$ cat src/rtl/harmonic_sequencer_pkg.sv
// rtl/harmonic_sequencer_pkg.sv - shared states and constants for the harmonic sequencer and its adder
package harmonic_sequencer_pkg;

    typedef enum logic [2:0] {
        S_IDLE,
        S_CLEAR,
        S_ADDR,
        S_LUT,
        S_START,
        S_WAIT,
        S_NEXT,
        S_DONE
    } state_t;

    // Fractional bits of the amplitude; the scaled-sample adder uses the same value
    localparam int DIVISOR_BITS = 9;
    localparam int AMP_UNITY    = (1 << DIVISOR_BITS) - 1;

    // A harmonic increment at or above 2^NYQUIST_BIT would alias
    localparam int NYQUIST_BIT  = 31;

endpackage

$ cat src/rtl/harmonic_phase_gen.sv
// rtl/harmonic_phase_gen.sv - fundamental and per-harmonic phase accumulators
module harmonic_phase_gen #(
    parameter int LUT_ADDR_BITS = 11
) (
    input  logic                     i_Clock,
    input  logic                     i_Reset,
    input  logic                     i_Load,
    input  logic                     i_Step,
    input  logic [31:0]              i_Freq_Inc,
    output logic [LUT_ADDR_BITS-1:0] o_Lut_Addr,
    output logic                     o_Nyquist
);
    import harmonic_sequencer_pkg::*;

    logic [31:0] r_p;
    logic [31:0] r_h_phase;
    logic [32:0] r_h_inc;
    logic [31:0] w_p_next;

    assign w_p_next   = r_p + i_Freq_Inc;
    assign o_Lut_Addr = r_h_phase[31 -: LUT_ADDR_BITS];
    // Bit 32 is the sticky overflow of the harmonic increment, so it also counts as past Nyquist
    assign o_Nyquist  = |r_h_inc[32:NYQUIST_BIT];

    // Load starts a new sample at harmonic 1; step advances to the next harmonic
    always_ff @(posedge i_Clock) begin
        if (i_Reset) begin
            r_p       <= 32'd0;
            r_h_phase <= 32'd0;
            r_h_inc   <= 33'd0;
        end else if (i_Load) begin
            r_p       <= w_p_next;
            r_h_phase <= w_p_next;
            r_h_inc   <= {1'b0, i_Freq_Inc};
        end else if (i_Step) begin
            r_h_phase <= r_h_phase + r_p;
            if (!r_h_inc[32]) begin
                r_h_inc <= {1'b0, r_h_inc[31:0]} + {1'b0, i_Freq_Inc};
            end
        end
    end

endmodule

$ cat src/rtl/harmonic_sequencer.sv
// rtl/harmonic_sequencer.sv - walks the harmonics of each output sample and feeds the scaled-sample adder
module harmonic_sequencer #(
    parameter int HARMONICS     = 64,
    parameter int LUT_ADDR_BITS = 11,
    parameter int DIVISOR_BITS  = harmonic_sequencer_pkg::DIVISOR_BITS
) (
    input  logic                     i_Clock,
    input  logic                     i_Reset,
    input  logic                     i_Sample_Tick,
    input  logic [31:0]              i_Freq_Inc,
    input  logic [15:0]              i_Harm_Scale,
    output logic [LUT_ADDR_BITS-1:0] o_Lut_Addr,
    input  logic [15:0]              i_Lut_Data,
    output logic                     o_Clear_Accumulator,
    output logic                     o_Start,
    output logic [15:0]              o_Multiple,
    output logic [15:0]              o_Sample,
    input  logic                     i_Adder_Done,
    output logic                     o_Sample_Ready,
    output logic                     o_Busy,
    output logic                     o_Overrun
);
    import harmonic_sequencer_pkg::*;

    localparam logic [7:0]  LAST_HARMONIC = 8'(HARMONICS);
    localparam logic [15:0] AMP_START     = 16'((1 << DIVISOR_BITS) - 1);

    state_t                   r_state;
    state_t                   w_state_next;
    logic                     w_load;
    logic                     w_step;
    logic                     w_nyquist;
    logic                     w_stop;
    logic [LUT_ADDR_BITS-1:0] w_lut_addr;

    logic [15:0]              r_amp;
    logic [7:0]               r_n;
    logic                     r_busy;
    logic                     r_start;
    logic                     r_overrun;
    logic [LUT_ADDR_BITS-1:0] r_lut_addr;
    logic [15:0]              r_sample;
    logic [15:0]              r_multiple;

    harmonic_phase_gen #(
        .LUT_ADDR_BITS (LUT_ADDR_BITS)
    ) u_phase_gen (
        .i_Clock    (i_Clock),
        .i_Reset    (i_Reset),
        .i_Load     (w_load),
        .i_Step     (w_step),
        .i_Freq_Inc (i_Freq_Inc),
        .o_Lut_Addr (w_lut_addr),
        .o_Nyquist  (w_nyquist)
    );

    // A harmonic is skipped (and the sample finished) once it aliases or its amplitude decays away
    assign w_stop = w_nyquist || (r_amp == 16'd0);

    // State register
    always_ff @(posedge i_Clock) begin
        if (i_Reset) begin
            r_state <= S_IDLE;
        end else begin
            r_state <= w_state_next;
        end
    end

    // Next-state and phase-generator controls
    always_comb begin
        w_state_next = r_state;
        w_load       = 1'b0;
        w_step       = 1'b0;
        case (r_state)
            S_IDLE: begin
                if (i_Sample_Tick) begin
                    w_load       = 1'b1;
                    w_state_next = S_CLEAR;
                end
            end
            S_CLEAR: w_state_next = S_ADDR;
            S_ADDR:  w_state_next = w_stop ? S_DONE : S_LUT;
            S_LUT:   w_state_next = S_START;
            S_START: w_state_next = S_WAIT;
            S_WAIT: begin
                // r_start is high only in the first WAIT cycle, where the adder's Done is still stale
                if (!r_start && i_Adder_Done) begin
                    w_state_next = S_NEXT;
                end
            end
            S_NEXT: begin
                w_step       = 1'b1;
                w_state_next = (r_n == LAST_HARMONIC) ? S_DONE : S_ADDR;
            end
            S_DONE:  w_state_next = S_IDLE;
            default: w_state_next = S_IDLE;
        endcase
    end

    // Harmonic counter, amplitude decay and registered adder/LUT outputs
    always_ff @(posedge i_Clock) begin
        if (i_Reset) begin
            r_amp      <= 16'd0;
            r_n        <= 8'd0;
            r_busy     <= 1'b0;
            r_start    <= 1'b0;
            r_overrun  <= 1'b0;
            r_lut_addr <= '0;
            r_sample   <= 16'd0;
            r_multiple <= 16'd0;
        end else begin
            r_start   <= (r_state == S_START);
            r_overrun <= i_Sample_Tick && (r_state != S_IDLE);
            case (r_state)
                S_IDLE: begin
                    if (i_Sample_Tick) begin
                        r_amp  <= AMP_START;
                        r_n    <= 8'd1;
                        r_busy <= 1'b1;
                    end
                end
                S_ADDR: begin
                    if (!w_stop) begin
                        r_lut_addr <= w_lut_addr;
                    end
                end
                S_START: begin
                    r_sample   <= i_Lut_Data;
                    r_multiple <= r_amp;
                end
                S_NEXT: begin
                    r_n   <= r_n + 8'd1;
                    r_amp <= 16'(({16'd0, r_amp} * {16'd0, i_Harm_Scale}) >> DIVISOR_BITS);
                end
                S_DONE: r_busy <= 1'b0;
                default: ;
            endcase
        end
    end

    assign o_Lut_Addr          = r_lut_addr;
    assign o_Clear_Accumulator = (r_state == S_CLEAR);
    assign o_Start             = r_start;
    assign o_Multiple          = r_multiple;
    assign o_Sample            = r_sample;
    assign o_Sample_Ready      = (r_state == S_DONE);
    assign o_Busy              = r_busy;
    assign o_Overrun           = r_overrun;

endmodule

$ cat config.mk
export PLATFORM = sky130hd
export DESIGN_NAME = harmonic_sequencer
export DESIGN_NICKNAME = d
export VERILOG_FILES = /design/src/rtl/harmonic_sequencer_pkg.sv /design/src/rtl/harmonic_phase_gen.sv /design/src/rtl/harmonic_sequencer.sv
export SDC_FILE = /design/constraint.sdc
export NUM_CORES = 1
export LEC_CHECK = 0
export ABC_AREA = 1
export BUFFER_PORTS_ARGS = -buffer_cell sky130_fd_sc_hd__buf_4
export CAP_MARGIN = 20
export CELL_PAD_IN_SITES_DETAIL_PLACEMENT = 0
export CELL_PAD_IN_SITES_GLOBAL_PLACEMENT = 1
export CORE_UTILIZATION = 27
export DETAILED_ROUTE_END_ITERATION = 6
export GPL_ROUTABILITY_DRIVEN = 0
export PLACE_DENSITY_LB_ADDON = 0.15
export SLEW_MARGIN = 20
export SYNTH_ARGS = -nofsm -noshare
export SYNTH_HDL_FRONTEND = slang
export SYNTH_SLANG_ARGS = --single-unit
$ cat constraint.sdc
create_clock -name i_Clock -period 7.5 [get_ports i_Clock]
set_clock_uncertainty 0.05 [all_clocks]
set_input_delay 0 -clock i_Clock [delete_from_list [all_inputs] [get_ports i_Clock]]
set_output_delay 0 -clock i_Clock [all_outputs]
set_load 0.01 [all_outputs]
Word level (Yosys, flattened, before mapping). Cells that the tools add are included.

RAM bits: 0. Memories kept: 0. Input bits: 68. Word-level logic and storage cells: 66. Output and inout port bits: 48. ROM bits: 0. Latch bits: 0. Register bits after elaboration: 170.

Add/sub/neg operators: 4. Divide/modulo/power cells: 0. Order comparisons: 0. Shifts and indexed selects: 0. Bitwise gates (word level): 1. $mul: 1. Reductions and logical operators: 17. Equal/unequal tests: 11. Mux-type cells: 19.

Operator list (count): $mux W32 (4); $add A32 B32 Y32 (2); $add A32 B32 Y33 (1); $mux W33 (1); $pmux W16 S2 (1); $mul A16 B16 Y25 (1); $pmux W3 S8 (1); $logic_not A16 Y1 (1); $mux W16 (1); $pmux W8 S2 (1); $eq A3 B3 Y1 const B (4); $mux W3 (4); $reduce_and A2 Y1 (5); $add A8 B1 Y8 const B (1); $eq A8 B7 Y1 const B (1); $mux W8 (1); $eq A3 B2 Y1 const B (2); $reduce_bool A2 Y1 (3); $mux W1 (4); $ne A2 B2 Y1 const B (2); $reduce_or A2 Y1 (2); $eq A3 B1 Y1 const B (1); $logic_not A3 Y1 (1); $reduce_bool A3 Y1 (1); other kinds (6) (7).

Longest topological paths before layout. Gate-level depths: netlist of the first run.

Depth in word-level cells: 4. Gate-level depth with buffers: 28. Mapped depth without buffers: 26.

Cells and area by module. Synthesis of the first run repeated with hierarchy kept, for this count alone.

Cells, all modules: 3392. Area total of the unflattened synthesis: 21481.9 µm².

By module, submodules not included: harmonic_sequencer (cells each 1488, area an instance 10867.9 µm², sequential area each 1461.4 µm², instances 1); harmonic_phase_gen (cells each 1904, area an instance 10613.9 µm², sequential area each 1941.9 µm², instances 1).

Worst setup path after synthesis of the first run. OpenSTA, ideal clock, no wires.

Path type: register -> register. Start: register r_amp[5]. End: register r_amp[11]. Setup slack: 1.932 ns. Buffers on the path: 2. Required time: 7.318 ns. Library setup time: 0.132 ns. Cell stages (with the launch flop): 25. Arrival time: 5.386 ns. Clock period less this slack: 5.568 ns. Cells stage by stage: dfxtp_1 > clkbuf_1 > buf_1 > nand2_1 > fa_1 > inv_1 > fa_1 > inv_1 > fa_1 > inv_1 > fa_1 > fa_1 > inv_1 > fa_1 > inv_1 > ha_1 > nand2_1 > inv_1 > nand2_1 > nand2_1 > a21oi_1 > nand3_1 > or2_2 > nand2_1 > a21oi_1.

Cells in the longest elaborated chain, start to end: 2.

Ends and longest elaborated chain: from (decl) (RTL line harmonic_sequencer.sv:36) `logic [15:0] r_amp;`; from (signal assigned) (RTL line harmonic_sequencer.sv:133) `r_amp <= 16'(({16'd0, r_amp} * {16'd0, i_Harm_Scale}) >> DIVISOR_BITS);`; $mul A16 B16 Y25 (RTL line harmonic_sequencer.sv:133); $pmux W16 S2 (RTL line harmonic_sequencer.sv:114) `case (r_state)`.

Every way passes these cells. A chain may end at the register's enable or synchronous reset.

Worst setup path after layout of the first run.
Start: register r_amp[2]. End: register r_amp[8].

The elaborated chain is that of the path after synthesis.

==> reports/metrics.csv, run 1 <==
stage,metric,value,unit
run_status,outcome,"complete, no violations",
worst_hold_path,hold_path_startpoint,i_Lut_Data[14],
timing,finalSetupViolCount,0,
power_and_ir_drop,clkPwrFrac,0.170,
cells_and_area,areaGrowthSynthToFinish,13.9,%
route,wl_per_cell,17.0,microns
placed_design,port-buffer-count,115,
power_and_ir_drop,netSwitchingPower,2.88,mW
clock_tree,path_clk_slew,70,ps
power_and_ir_drop,internal-power,2.76,mW
clock_tree,clock-root-buffer,clkbuf_16,
timing,max-slew-margin-rel,0.298,
die,initial_core_util,0.275,
route,dr.pass1.iters,5,
power_and_ir_drop,p_leak,12.7,nW
global_route,gr-total-overflow,0,
route,initialDrtViolationCount,1263,
global_route,grt_pass1_wl,119,mm
worst_hold_path,min_path_type,in -> reg,
cells_and_area,fin_cells,4447,
clock_tree,clkSinkCount,170,
cells_and_area,fin_nets,3815,
cells_and_area,antenna_cells,0,
logic_synthesis,synth-edff-count,0,
cells_and_area,register_area,3400,sq um
worst_setup_path,cp_cell_sequence,nand2_1 > fa_1 > inv_1 > ha_1 > inv_1 > fa_1 > inv_1 > fa_1 > fa_1 > inv_1 > fa_1 > inv_1 > ha_1 > a21oi_1 > o21ai_0 > nor2_1 > nand2_2 > a21boi_0 > nand2_1 > nand2_1 > nor2_1 > nor2_1,
power_and_ir_drop,switching_share,0.511,
worst_setup_path,slowest_delay,1020,ps
placed_design,hpwl,60.7,mm
power_and_ir_drop,p_per_area,235,nW/um^2
timing,rsz0062_at_grt,false,
logic_synthesis,synth_area_per_cell,6.36,sq um
global_route,grt_pass1_vias,20800,
worst_setup_path,worst-setup-path-type,reg -> reg,
route,detail-route-antenna-nets,0,
clock_tree,clock_latency,490,ps
placed_design,postPlaceCellArea,22900,sq um
cells_and_area,final_design_area_no_fill,24000,sq um
logic_synthesis,ys_seq_elements,170,
die,io_pins,116,
logic_synthesis,synth_fp_nets,3718,
worst_setup_path,crit_path_end_kind,register,
cells_and_area,fillers,8670,
timing,final_max_slew_viol_count,0,
clock_tree,clockBufferDepth,2,
timing,finalCritPeriodShare,0.822,
worst_setup_path,startpoint,r_amp[2],
logic_synthesis,syn-cell-area,21000,sq um
cells_and_area,layout_common_cells,"903 x nand2_1, 709 x inv_1, 247 x nor2_1, 234 x nand3_1, 190 x a21oi_1",
timing,max_freq,162,MHz
die,core_area,76600,sq um
logic_synthesis,synthCells,3308,
worst_setup_path,worstSetupStartpointType,register,
power_and_ir_drop,p_total,5.64,mW
timing,final.min_clock_period,6160,ps
worst_setup_path,arrival,6540,ps
die,fp-row-count,101,
route,routed_wl,75.5,mm
die,fp.dieH,281,microns
cells_and_area,final_common_cell,nand2_1,
cells_and_area,layout-drive-gt1-share,0.0612,
timing,hold_slack,271,ps
clock_tree,cts_made_buffers,17,
die,dieWidth,281,microns
timing,hold_viol_final,0,
route,drc,0,
logic_synthesis,ys_seq_area_frac,0.162,
route,via_count,20500,
global_route,grt_usage,0.196,
route,vias_per_cell,4.60,
timing,worst_pin_slew,1050,ps
logic_synthesis,yosys.cell_types.count,47,
cells_and_area,utilization,0.313,
clock_tree,post_cts_buffers,0,
worst_setup_path,cp.required,7870,ps
worst_setup_path,r2r-start,r_amp[2],
worst_setup_path,cp_slowest_cell,dfxtp_1,
clock_tree,h-tree-depth,4,
logic_synthesis,synthArstFlopShare,0,
power_and_ir_drop,p_comb_frac,0.620,
power_and_ir_drop,ir_drop,0.168,mV
placed_design,dp_cells,4365,
die,dieArea,79000,sq um
job,timing.max_cap.violations,0,
worst_setup_path,worstPathMaxFanout,19,
timing,worst_slack,1340,ps
power_and_ir_drop,seq_power_share,0.210,
logic_synthesis,synth_top_flop_cell,dfxtp_1,
cells_and_area,multiInputGateArea,14500,sq um
timing,finalSetupTns,0,ps
clock_tree,cts_tree,done,
global_route,antenna_found_initial,0,
logic_synthesis,yosysWarnings,0,
placed_design,dp_slack,1330,ps
global_route,grt_start_max_net_pins,70,
registers in the layout (all words and copies together) (netlist names):
| register | count |
|---|---|
| u_phase_gen.r_p | 32 |
| o_Multiple | 16 |
| u_phase_gen.r_h_phase | 32 |
| r_amp | 16 |
| r_n | 8 |
| o_Busy | 1 |
| o_Sample | 16 |
| u_phase_gen.r_h_inc | 33 |
| o_Lut_Addr | 11 |
| o_Start | 1 |
| r_state | 3 |
| o_Overrun | 1 |
layer usage:
| metal | global-route usage | share of wire | up-vias |
|---|---|---|---|
| li1 | - | - | 10400 |
| met1 | 0.246 | 0.46 | 9701 |
| met2 | 0.358 | 0.51 | 269 |
| met3 | 0.0189 | 0.020 | 62 |
| met4 | 0.0469 | 0.017 | 0 |
| met5 | 0 | 0 | - |
synthesized netlist by cell type (5+ instances only):
library cell | n | area, sq um
o21bai_1 | 13 | 97.6
buf_6 | 5 | 56.3
nand4_1 | 18 | 113
or2_2 | 18 | 113
nand3_1 | 234 | 1170
nor3_1 | 32 | 160
a22o_1 | 16 | 140
xor2_1 | 5 | 43.8
o211ai_1 | 17 | 128
dfxtp_1 | 170 | 3400
inv_1 | 710 | 2670
o21ai_0 | 175 | 876
ha_1 | 165 | 2060
o21ai_1 | 18 | 90.1
nand3b_1 | 11 | 82.6
a31oi_1 | 20 | 125
fa_1 | 177 | 3540
buf_1 | 11 | 41.3
nand2_1 | 903 | 3390
nor4_1 | 8 | 50.1
a21oi_1 | 190 | 951
buf_2 | 20 | 100
clkbuf_1 | 66 | 248
nor2_1 | 247 | 927
a211oi_1 | 6 | 45.0
power by group through the flow:
stage	combinational [mW]	clock [mW]	sequential, mW
detailed placement	3.49	0	1.21
global route	4.05	1.04	1.20
finish	3.50	0.959	1.18
global placement	3.50	0	1.20
CTS	3.55	1.00	1.19
floorplan	2.55	0	1.12
worst paths after layout:
path / end / slack [ps] / cells after the start
worst max-delay path: r_amp[8] / 1340 / 22
worst min-delay path: o_Sample[14] / 270 / 4
worst max register to register: r_amp[8] / 1340 / 22
worst min register to register: o_Lut_Addr[3] / 400 / 2
cell type report:
type                       count  share of cell area
clock inverter                13             0.00647
tap                         1030              0.0538
multi-input combinational   2314               0.604
sequential                   170               0.142
inverter                     716               0.112
timing repair buffer         186              0.0636
clock buffer                  18              0.0183
kinds of logic (layout without fill, tap and decap cells):
group / after synthesis / in the layout / share of synthesized area
AND/OR/NAND/NOR: 1491 / 1491 / 0.294
adder cells (fa/ha/maj): 342 / 342 / 0.267
XOR/XNOR: 7 / 7 / 0.00291
AO/OA/AOI/OAI: 474 / 474 / 0.124
buffers and inverters: 824 / 933 / 0.151
flip-flops: 170 / 170 / 0.162
what timing repair did:
item | CTS | global route
hold buffers | 51 | 0
resized for setup | 0 | 0
endpoints found under the hold margin | 89 | 0
critical path: cells and delay by family (launching register included):
kind / cells / cell delay [ps]
adder cells (fa/ha/maj): 7 / 3400
flip-flops: 1 / 1020
AND/OR/NAND/NOR: 7 / 720
AO/OA/AOI/OAI: 3 / 640
buffers and inverters: 5 / 270
Power figures use the tool's default switching activity.
==> inputs of run 2 (changes only) <==
==> constraint.sdc (replaced) <==
create_clock -name i_Clock -period 6.1 [get_ports i_Clock]
set_clock_uncertainty 0.05 [all_clocks]
set_input_delay 0 -clock i_Clock [delete_from_list [all_inputs] [get_ports i_Clock]]
set_output_delay 0 -clock i_Clock [all_outputs]
set_load 0.01 [all_outputs]
==> run 2 against run 1 <==
Net effect:
- worst setup slack lost 1000 ps
- clock-buffer cell count rose by 1
- critical path type unchanged
- sequential power is 22% higher
- critical endpoint is now r_amp[15]
- flip-flop and latch count is the same
==> reports/metrics.csv, run 2 (same netlist as run 1, synthesis figures left out) <==
stage,metric,value,unit,change
run_status,outcome,"complete, no violations",,
die,initial_core_util,0.275,,unchanged
global_route,grt_start_max_net_pins,61,,-13%
die,io_pins,116,,unchanged
clock_tree,post_cts_buffers,0,,unchanged
route,vias_per_cell,4.58,,-0.45%
timing,rsz0062_at_grt,false,,
die,fp-row-count,101,,unchanged
global_route,grtUsageMet2,0.353,,-0.00481
placed_design,hpwl,61.4,mm,+1.1%
die,fp.dieH,281,microns,unchanged
global_route,gr-total-overflow,0,,unchanged
cells_and_area,final_common_cell,nand2_1,,
clock_tree,cts_made_buffers,17,,unchanged
worst_setup_path,crit_path_end_kind,register,,
power_and_ir_drop,p_leak,12.8,nW,+0.93%
route,via_count,20500,,-0.029%
worst_hold_path,min_path_type,in -> reg,,
clock_tree,clock-root-buffer,clkbuf_16,,
global_route,grt_pass1_wl,120,mm,+0.33%
global_route,use_met3,0.0218,,+0.00291
cells_and_area,top_regs,"u_phase_gen.r_h_inc (33), u_phase_gen.r_h_phase (32), u_phase_gen.r_p (32)",,
die,dieArea,79000,sq um,unchanged
clock_tree,cts_tree,done,,
timing,finalSetupViolCount,0,,unchanged
route,detail-route-antenna-nets,0,,unchanged
route,wl_per_cell,16.9,microns,-0.38%
cells_and_area,regMostFlops,u_phase_gen.r_h_inc,,
cells_and_area,fillers,8625,,-0.52%
timing,hold_viol_final,0,,unchanged
power_and_ir_drop,ir_drop,0.167,mV,-0.58%
worst_setup_path,cp.required,6410,ps,-1460 ps
power_and_ir_drop,p_total,7.08,mW,+26%
clock_tree,clockBufferDepth,2,,unchanged
worst_setup_path,worstPathMaxFanout,9,,-10
worst_setup_path,worstSetupStartpointType,register,,
global_route,antenna_found_initial,0,,unchanged
cells_and_area,areaGrowthSynthToFinish,14.8,%,
worst_setup_path,arrival,6090,ps,-450 ps
timing,finalCritPeriodShare,0.947,,+0.125
timing,max_freq,173,MHz,+6.7%
cells_and_area,fin_nets,3832,,+0.45%
timing,max-slew-margin-rel,0.332,,+0.0348
route,drc,0,,unchanged
clock_tree,clkSinkCount,170,,unchanged
worst_setup_path,worst-setup-path-type,reg -> reg,,
route,dr.pass1.iters,5,,unchanged
cells_and_area,largest_reg_flops,33,,unchanged
cells_and_area,layout_common_cells,"903 x nand2_1, 709 x inv_1, 247 x nor2_1, 234 x nand3_1, 189 x a21oi_1",,
cells_and_area,layout-drive-gt1-share,0.0681,,+0.00696
die,dieWidth,281,microns,unchanged
clock_tree,path_clk_slew,80,ps,about the same
global_route,top_usage_layer,met2,,
worst_setup_path,r2r_slack,330,ps,-1010 ps
clock_tree,clock_latency,480,ps,about the same
placed_design,port-buffer-count,115,,unchanged
global_route,grt_pass1_vias,21000,,+0.79%
global_route,use_met1,0.248,,+0.00182
timing,final.min_clock_period,5770,ps,-388 ps
timing,worst_pin_slew,1000,ps,-52.2 ps
power_and_ir_drop,p_per_area,293,nW/um^2,+25%
job,timing.max_cap.violations,0,,unchanged
timing,finalSetupTns,0,ps,unchanged
clock_tree,h-tree-depth,4,,unchanged
timing,final_max_slew_viol_count,0,,unchanged
die,core_area,76600,sq um,unchanged
global_route,grt_usage,0.196,,about the same
route,initialDrtViolationCount,1167,,-7.6%
route,routed_wl,75.5,mm,about the same
-- run 2: where the power goes --
| part | internal (mW) | switching [mW] |
|---|---|---|
| sequential | 1.27 | 0.173 |
| combinational | 1.53 | 2.87 |
| clock | 0.699 | 0.548 |
| total | 3.49 | 3.59 |
-- run 2: worst paths after layout --
kind                               startpoint       endpoint  cells past startpoint
worst max-delay path                r_amp[14]      r_amp[15]                     21
worst min-delay path            i_Sample_Tick      o_Overrun                      4
worst min register to register  o_Lut_Addr[4]  o_Lut_Addr[4]                      2
worst max register to register      r_amp[14]      r_amp[15]                     21
-- run 2: through the flow --
step | hold slack (ps) | setup WS (ps) | cells | util | cell area [sq um]
final | 264 | 325 | 4466 | 0.315 | 24200
after global routing | 257 | 2.57 | 4465 | 0.315 | 24100
after floorplan | 72.7 | 532 | 3308 | - | 21000
after CTS | 220 | 123 | 4464 | 0.315 | 24100
after detailed placement | 208 | 155 | 4381 | 0.300 | 23000
after global placement | 200 | 164 | 4381 | 0.300 | 23000
-- run 2: layer usage --
layer,part of all wire,wire length (microns)
met5,0,0
met4,0.019,1430
met3,0.025,1920
met2,0.50,37700
met1,0.46,34400
-- run 2: cell type report --
class	count	area [sq um]	area share
Tap cell	1030	1290	0.0534
Multi-Input combinational cell	2314	14500	0.599
Inverter	716	2690	0.111
Clock buffer	19	433	0.0179
Antenna cell	1	2.50	0.000104
Timing Repair Buffer	203	1660	0.0685
Sequential cell	170	3410	0.141
Clock inverter	13	204	0.00844
-- run 2: repair_timing --
action / 4_1_cts / 5_1_grt
endpoints found under the hold margin: 83 / 0
hold buffers: 51 / 0
endpoints found under the setup margin: 0 / 11
gates resized for setup: 0 / 9
-- run 2: critical path: stages, from the launching register on --
cell and delay, ps:
dfxtp_1 640, buf_4 250, nand2_1 90, fa_1 490
fa_1 550, inv_1 60, fa_1 540, inv_1 60
fa_1 500, fa_1 580, inv_1 60, ha_1 290
ha_1 370, inv_1 120, nor3_1 310, nand2_1 120
nor2_1 100, nand2_1 60, nand3_1 140, nand3_1 90
nand3_1 90, a21oi_1 90
